[config.mk]
export PLATFORM = sky130hd
export DESIGN_NAME = dvp_tx
export DESIGN_NICKNAME = d
export VERILOG_FILES = /design/src/rtl/dvp_pkg.sv /design/src/rtl/dvp_tx_timing.sv /design/src/rtl/dvp_tx.sv
export SDC_FILE = /design/constraint.sdc
export NUM_CORES = 1
export LEC_CHECK = 0
export ABC_AREA = 1
export ABC_CLOCK_PERIOD_IN_PS = 4840
export BUFFER_PORTS_ARGS = -buffer_cell sky130_fd_sc_hd__buf_2
export CORE_MARGIN = 5
export CORE_UTILIZATION = 31
export DETAILED_ROUTE_END_ITERATION = 10
export MAX_ROUTING_LAYER = met4
export SETUP_SLACK_MARGIN = 0.3
export SLEW_MARGIN = 20
export SYNTH_ARGS = -nofsm -noshare
export SYNTH_HDL_FRONTEND = slang
export SYNTH_SLANG_ARGS = --single-unit
export TNS_END_PERCENT = 30
[constraint.sdc]
create_clock -name clk -period 4.84 [get_ports clk]
set_input_delay 0.484 -clock clk [delete_from_list [all_inputs] [get_ports clk]]
set_output_delay 0.484 -clock clk [all_outputs]
set_load 0.05 [all_outputs]
[src/rtl/dvp_pkg.sv]
// Shared types and constants for the DVP camera-style transmitter:
// FSM state encoding, default video timing and RGB565 colour-bar palette.
package dvp_pkg;

    typedef enum logic [2:0] {
        IDLE,
        VSYNC,
        VBACK,
        ACTIVE,
        VFRONT
    } dvp_state_e;

    localparam int DEF_H_ACTIVE = 640;
    localparam int DEF_H_BLANK  = 144;
    localparam int DEF_V_ACTIVE = 480;
    localparam int DEF_VS_LINES = 3;
    localparam int DEF_V_BACK   = 17;
    localparam int DEF_V_FRONT  = 10;

    localparam logic [15:0] RGB_WHITE   = 16'hFFFF;
    localparam logic [15:0] RGB_YELLOW  = 16'hFFE0;
    localparam logic [15:0] RGB_CYAN    = 16'h07FF;
    localparam logic [15:0] RGB_GREEN   = 16'h07E0;
    localparam logic [15:0] RGB_MAGENTA = 16'hF81F;
    localparam logic [15:0] RGB_RED     = 16'hF800;
    localparam logic [15:0] RGB_BLUE    = 16'h001F;
    localparam logic [15:0] RGB_BLACK   = 16'h0000;

    // Bars run left to right in classic SMPTE-like order.
    function automatic logic [15:0] bar_colour(input logic [2:0] idx);
        logic [15:0] c;
        case (idx)
            3'd0:    c = RGB_WHITE;
            3'd1:    c = RGB_YELLOW;
            3'd2:    c = RGB_CYAN;
            3'd3:    c = RGB_GREEN;
            3'd4:    c = RGB_MAGENTA;
            3'd5:    c = RGB_RED;
            3'd6:    c = RGB_BLUE;
            default: c = RGB_BLACK;
        endcase
        return c;
    endfunction

endpackage

[src/rtl/dvp_tx_timing.sv]
// Pixel-clock divider plus horizontal/vertical byte counters for dvp_tx.
// Counters advance only on the byte tick (the clk edge where Pclk falls).
module dvp_tx_timing #(
    parameter int H_TOTAL = 1424,
    parameter int V_TOTAL = 510,
    parameter int HW      = $clog2(H_TOTAL + 1),
    parameter int VW      = $clog2(V_TOTAL + 1)
) (
    input  logic          clk,
    input  logic          rst,
    input  logic          run,
    output logic          pclk,
    output logic          tick,
    output logic          line_end,
    output logic          frame_end,
    output logic [HW-1:0] hcnt,
    output logic [VW-1:0] vcnt
);

    assign tick      = pclk;
    assign line_end  = tick && (hcnt == HW'(H_TOTAL - 1));
    assign frame_end = line_end && (vcnt == VW'(V_TOTAL - 1));

    always_ff @(posedge clk) begin
        if (rst) begin
            pclk <= 1'b0;
            hcnt <= '0;
            vcnt <= '0;
        end else begin
            pclk <= ~pclk;
            if (tick) begin
                // While idle the counters sit at zero so a frame always starts at line 0, byte 0.
                if (!run) begin
                    hcnt <= '0;
                    vcnt <= '0;
                end else if (line_end) begin
                    hcnt <= '0;
                    vcnt <= frame_end ? '0 : vcnt + 1'b1;
                end else begin
                    hcnt <= hcnt + 1'b1;
                end
            end
        end
    end

endmodule

[src/rtl/dvp_tx.sv]
// DVP (parallel camera) transmitter: frame sequencing FSM and RGB565 pixel generator.
// Define DVP_TX_BARS_EN to emit 8 colour bars instead of the (hcnt + line) ramp pattern.
module dvp_tx
    import dvp_pkg::*;
#(
    parameter int H_ACTIVE = DEF_H_ACTIVE,
    parameter int H_BLANK  = DEF_H_BLANK,
    parameter int V_ACTIVE = DEF_V_ACTIVE,
    parameter int VS_LINES = DEF_VS_LINES,
    parameter int V_BACK   = DEF_V_BACK,
    parameter int V_FRONT  = DEF_V_FRONT
) (
    input  logic       clk,
    input  logic       rst,
    input  logic       capture,
    output logic       Pclk,
    output logic       Href,
    output logic       Vsyn,
    output logic [7:0] data,
    output logic       frame_done,
    output logic       busy
);

    // state  | meaning
    // IDLE   | no frame; counters held at 0, waiting for capture
    // VSYNC  | Vsyn high for VS_LINES lines
    // VBACK  | vertical back porch
    // ACTIVE | V_ACTIVE lines, Href over the first 2*H_ACTIVE bytes of each
    // VFRONT | vertical front porch; restart or stop on the last byte

    localparam int H_TOTAL    = 2 * H_ACTIVE + H_BLANK;
    localparam int V_TOTAL    = VS_LINES + V_BACK + V_ACTIVE + V_FRONT;
    localparam int HW         = $clog2(H_TOTAL + 1);
    localparam int VW         = $clog2(V_TOTAL + 1);
    localparam int ACT_FIRST  = VS_LINES + V_BACK;
    localparam int ACT_LAST   = ACT_FIRST + V_ACTIVE - 1;
    localparam int HREF_BYTES = 2 * H_ACTIVE;

    dvp_state_e    state;
    dvp_state_e    state_nxt;
    logic          tick;
    logic          line_end;
    logic          frame_end;
    logic [HW-1:0] hcnt;
    logic [VW-1:0] vcnt;
    logic [VW-1:0] ly;
    logic [7:0]    pix_byte;
    logic          fd_set;
    logic          run;

    assign run = (state != IDLE);

    dvp_tx_timing #(
        .H_TOTAL (H_TOTAL),
        .V_TOTAL (V_TOTAL),
        .HW      (HW),
        .VW      (VW)
    ) u_timing (
        .clk       (clk),
        .rst       (rst),
        .run       (run),
        .pclk      (Pclk),
        .tick      (tick),
        .line_end  (line_end),
        .frame_end (frame_end),
        .hcnt      (hcnt),
        .vcnt      (vcnt)
    );

    always_ff @(posedge clk) begin
        if (rst) begin
            state <= IDLE;
        end else begin
            state <= state_nxt;
        end
    end

    always_comb begin
        state_nxt = state;
        case (state)
            IDLE:    if (tick && capture) state_nxt = VSYNC;
            VSYNC:   if (line_end && vcnt == VW'(VS_LINES - 1)) state_nxt = VBACK;
            VBACK:   if (line_end && vcnt == VW'(ACT_FIRST - 1)) state_nxt = ACTIVE;
            ACTIVE:  if (line_end && vcnt == VW'(ACT_LAST)) state_nxt = VFRONT;
            // Capture is only consulted here, so dropping it mid-frame never truncates.
            VFRONT:  if (frame_end) state_nxt = capture ? VSYNC : IDLE;
            default: state_nxt = IDLE;
        endcase
    end

    assign ly = vcnt - VW'(ACT_FIRST);

`ifdef DVP_TX_BARS_EN
    localparam int BAR_W = (H_ACTIVE >= 8) ? H_ACTIVE / 8 : 1;

    logic [HW-1:0] px;
    logic [HW-1:0] bar_idx;
    logic [15:0]   bar_rgb;

    always_comb begin
        px       = hcnt >> 1;
        bar_idx  = px / HW'(BAR_W);
        bar_rgb  = bar_colour((bar_idx > HW'(7)) ? 3'd7 : bar_idx[2:0]);
        pix_byte = hcnt[0] ? bar_rgb[7:0] : bar_rgb[15:8];
    end
`else
    always_comb begin
        pix_byte = 8'(hcnt) + 8'(ly);
    end
`endif

    always_comb begin
        busy   = (state != IDLE);
        Vsyn   = (state == VSYNC);
        Href   = (state == ACTIVE) && (hcnt < HW'(HREF_BYTES));
        data   = Href ? pix_byte : 8'h00;
        fd_set = tick && Href && (hcnt == HW'(HREF_BYTES - 1))
                 && (ly == VW'(V_ACTIVE - 1));
    end

    always_ff @(posedge clk) begin
        if (rst) begin
            frame_done <= 1'b0;
        end else begin
            frame_done <= fd_set;
        end
    end

endmodule
==> flow_summary.toml <==
[die]
placementRows = 28
core_sq_um = 5960
num_io_pins = 16
dieArea_sq_um = 7870
die_y_um = 88.7
start_util_pct = 32.2
dieWidth_um = 88.7

[synthesis]
synth_edf_count = 0
syn_avg_cell_area_sq_um = 6.83
synth_fp_nets = 299
netlist_area_sq_um = 1920
ys_seq_elements = 25
synthCells = 281
synth_warnings = 0
synth_seq_area_share_pct = 26.1
synth_cell_types = 30
synth-main-ff-cell = "dfxtp_1"
synthArstFlopShare_pct = 0

[clock_network]
cts_max_level = 1
cts_setup_buffers = 0
cts_sinks = 25
cts_tree = "yes"
worstSkewPairLatency_ns = 0.29
cts_buffers = 3
path_clk_slew_ns = 0.11
cts-hold-fix-buffers = 0
clk_path_buf_depth = 2
cts_root_buffer = "clkbuf_8"
post_cts_resized = 0

[outcome]
status = "finished clean"

[worst_setup_path]
arrival_ns = 2.48
end_kind = "primary output"
critPathRequiredTime_ns = 4.36
crit_type = "reg -> out"
start_kind = "register"
critPathMaxFanout = 5

[layout]
final_cell_mix = "nand2_1 (53), nor2_1 (40), inv_1 (37), dfxtp_1 (25)"
syn_to_final_growth_pct = 11.1
fillers = 681
layout-drive-gt1-share_pct = 16.7
final_common_cell = "nand2_1"
multi_input_area_sq_um = 1250
antenna_cells = 0
seqCellArea_sq_um = 500
nets = 318

[sta]
worst_slew_pin_slew_ns = 0.599
slew_headroom_pct = 60.0
setup_viol = 0
finalCritPeriodShare_pct = 61.3
setup_tns_ns = 0
min_period_ns = 2.97
rsz0062_at_grt = "false"
fmax_mhz = 337
finalMaxSlewViolations = 0
clock_skew_ns = 0.0173
hold_viol_final = 0

[pwr]
powerDensity_nw_per_um2 = 331
max-vdd-ir-drop_uv = 295
power_leakage_nw = 0.978
finalPower_mw = 0.706

[detailed_routing]
firstDrtPassIters = 4
vias = 1770
wire_per_inst_um = 12.1
route.detailed.drc = 0
routed_via_density = 4.73
antenna_left = 0
drt_iter0_drc = 135
routed_wl_mm = 4.51

[global_routing]
grtUsageTotal_pct = 12.9
globalRouteOverflowTotal = 0
grt_pass1_vias = 1627
grtUsageMet3_pct = 2.42
grt_use_met1_pct = 17.8
antenna_found_initial = 0
busiest_layer = "met2"
grtUsageMet2_pct = 18.6
grt_pass1_wl_mm = 7.73
grt_max_degree = 16

[place]
port_buffers = 15
hpwl_mm = 3.53
gp_congestion = 0.829

[worst_hold_path]
hp-class = "in -> reg"

[run]
maxCapViolations = 0
critical path, cell delays in order, from the launching register on:
cell and delay (ns):
dfxtp_1 0.40, inv_1 0.11, ha_1 0.20, inv_1 0.05, nand2_1 0.07, nand3_1 0.13
nand2_1 0.08, ha_1 0.32, a21oi_1 0.15, o21ai_0 0.09, a21oi_1 0.17, nor2_1 0.07
nor2_1 0.09, buf_2 0.26
final timing paths:
| check | from | endpoint | slack [ns] | cells past startpoint |
|---|---|---|---|---|
| setup / recovery | u_timing.vcnt[3] | data[7] | 1.87 | 13 |
| hold reg to reg | u_timing.hcnt[8] | u_timing.hcnt[8] | 0.52 | 2 |
| setup reg to reg | u_timing.pclk | u_timing.vcnt[2] | 2.86 | 9 |
| hold / removal | rst | state[1] | 0.37 | 2 |
metal layers:
metal	share of wire (%)	vias to the layer above	routed length, um
met5	0	-	0
met4	1.8	0	83
met3	5.9	8	265
met2	43	54	1920
met1	50	769	2240
li1	-	939	-
where the power goes:
group          switching (mW)  total [mW]  internal [mW]
combinational           0.226       0.316         0.0899
sequential             0.0285       0.253          0.225
clock                  0.0790       0.138         0.0588
flip-flops by register name, summed over array words and instances (netlist names):
signal,count
u_timing.pclk,1
state,3
u_timing.vcnt,9
frame_done,1
u_timing.hcnt,11
cell usage after synthesis, types with 7 or more instances:
library cell	count	area share, %
nand2_1	53	10
nor2_1	40	7.8
inv_1	37	7.2
dfxtp_1	25	26
a21oi_1	15	3.9
nand3_1	15	3.9
ha_1	14	9.1
xor2_1	14	6.4
nor3_1	10	2.6
o21ai_0	10	2.6
nand2_2	7	2.3
nand4_1	7	2.3
final cells by class:
class	count	share of cell area (%)
multi-input combinational	212	58.7
sequential	25	23.5
inverter	43	7.57
tap	75	4.40
timing repair buffer	15	3.52
clock buffer	3	1.94
clock inverter	1	0.352
logic make-up after synthesis:
| family | count (synthesis) | share of synthesized area (%) |
|---|---|---|
| buffers and inverters | 44 | 8.67 |
| adders and majority gates | 15 | 10.2 |
| AOI/OAI and AO/OA | 31 | 9.00 |
| and+or+nand+nor | 152 | 39.7 |
| DFF | 25 | 26.1 |
| xor gates and xnor gates | 14 | 6.39 |
per-stage QoR:
stage               cells  cell area [sq um]  utilization (%)  hold WS [ns]  setup slack, ns
finish                374               2130             35.8         0.368             1.87
global placement      370               2080             35.0         0.495             2.24
global route          374               2130             35.8         0.369             1.58
floorplan             281               1920                -         0.474             2.06
CTS                   374               2130             35.8         0.369             1.86
detailed placement    370               2080             35.0         0.503             2.20
Note: power is estimated with default switching activity, not from simulation.
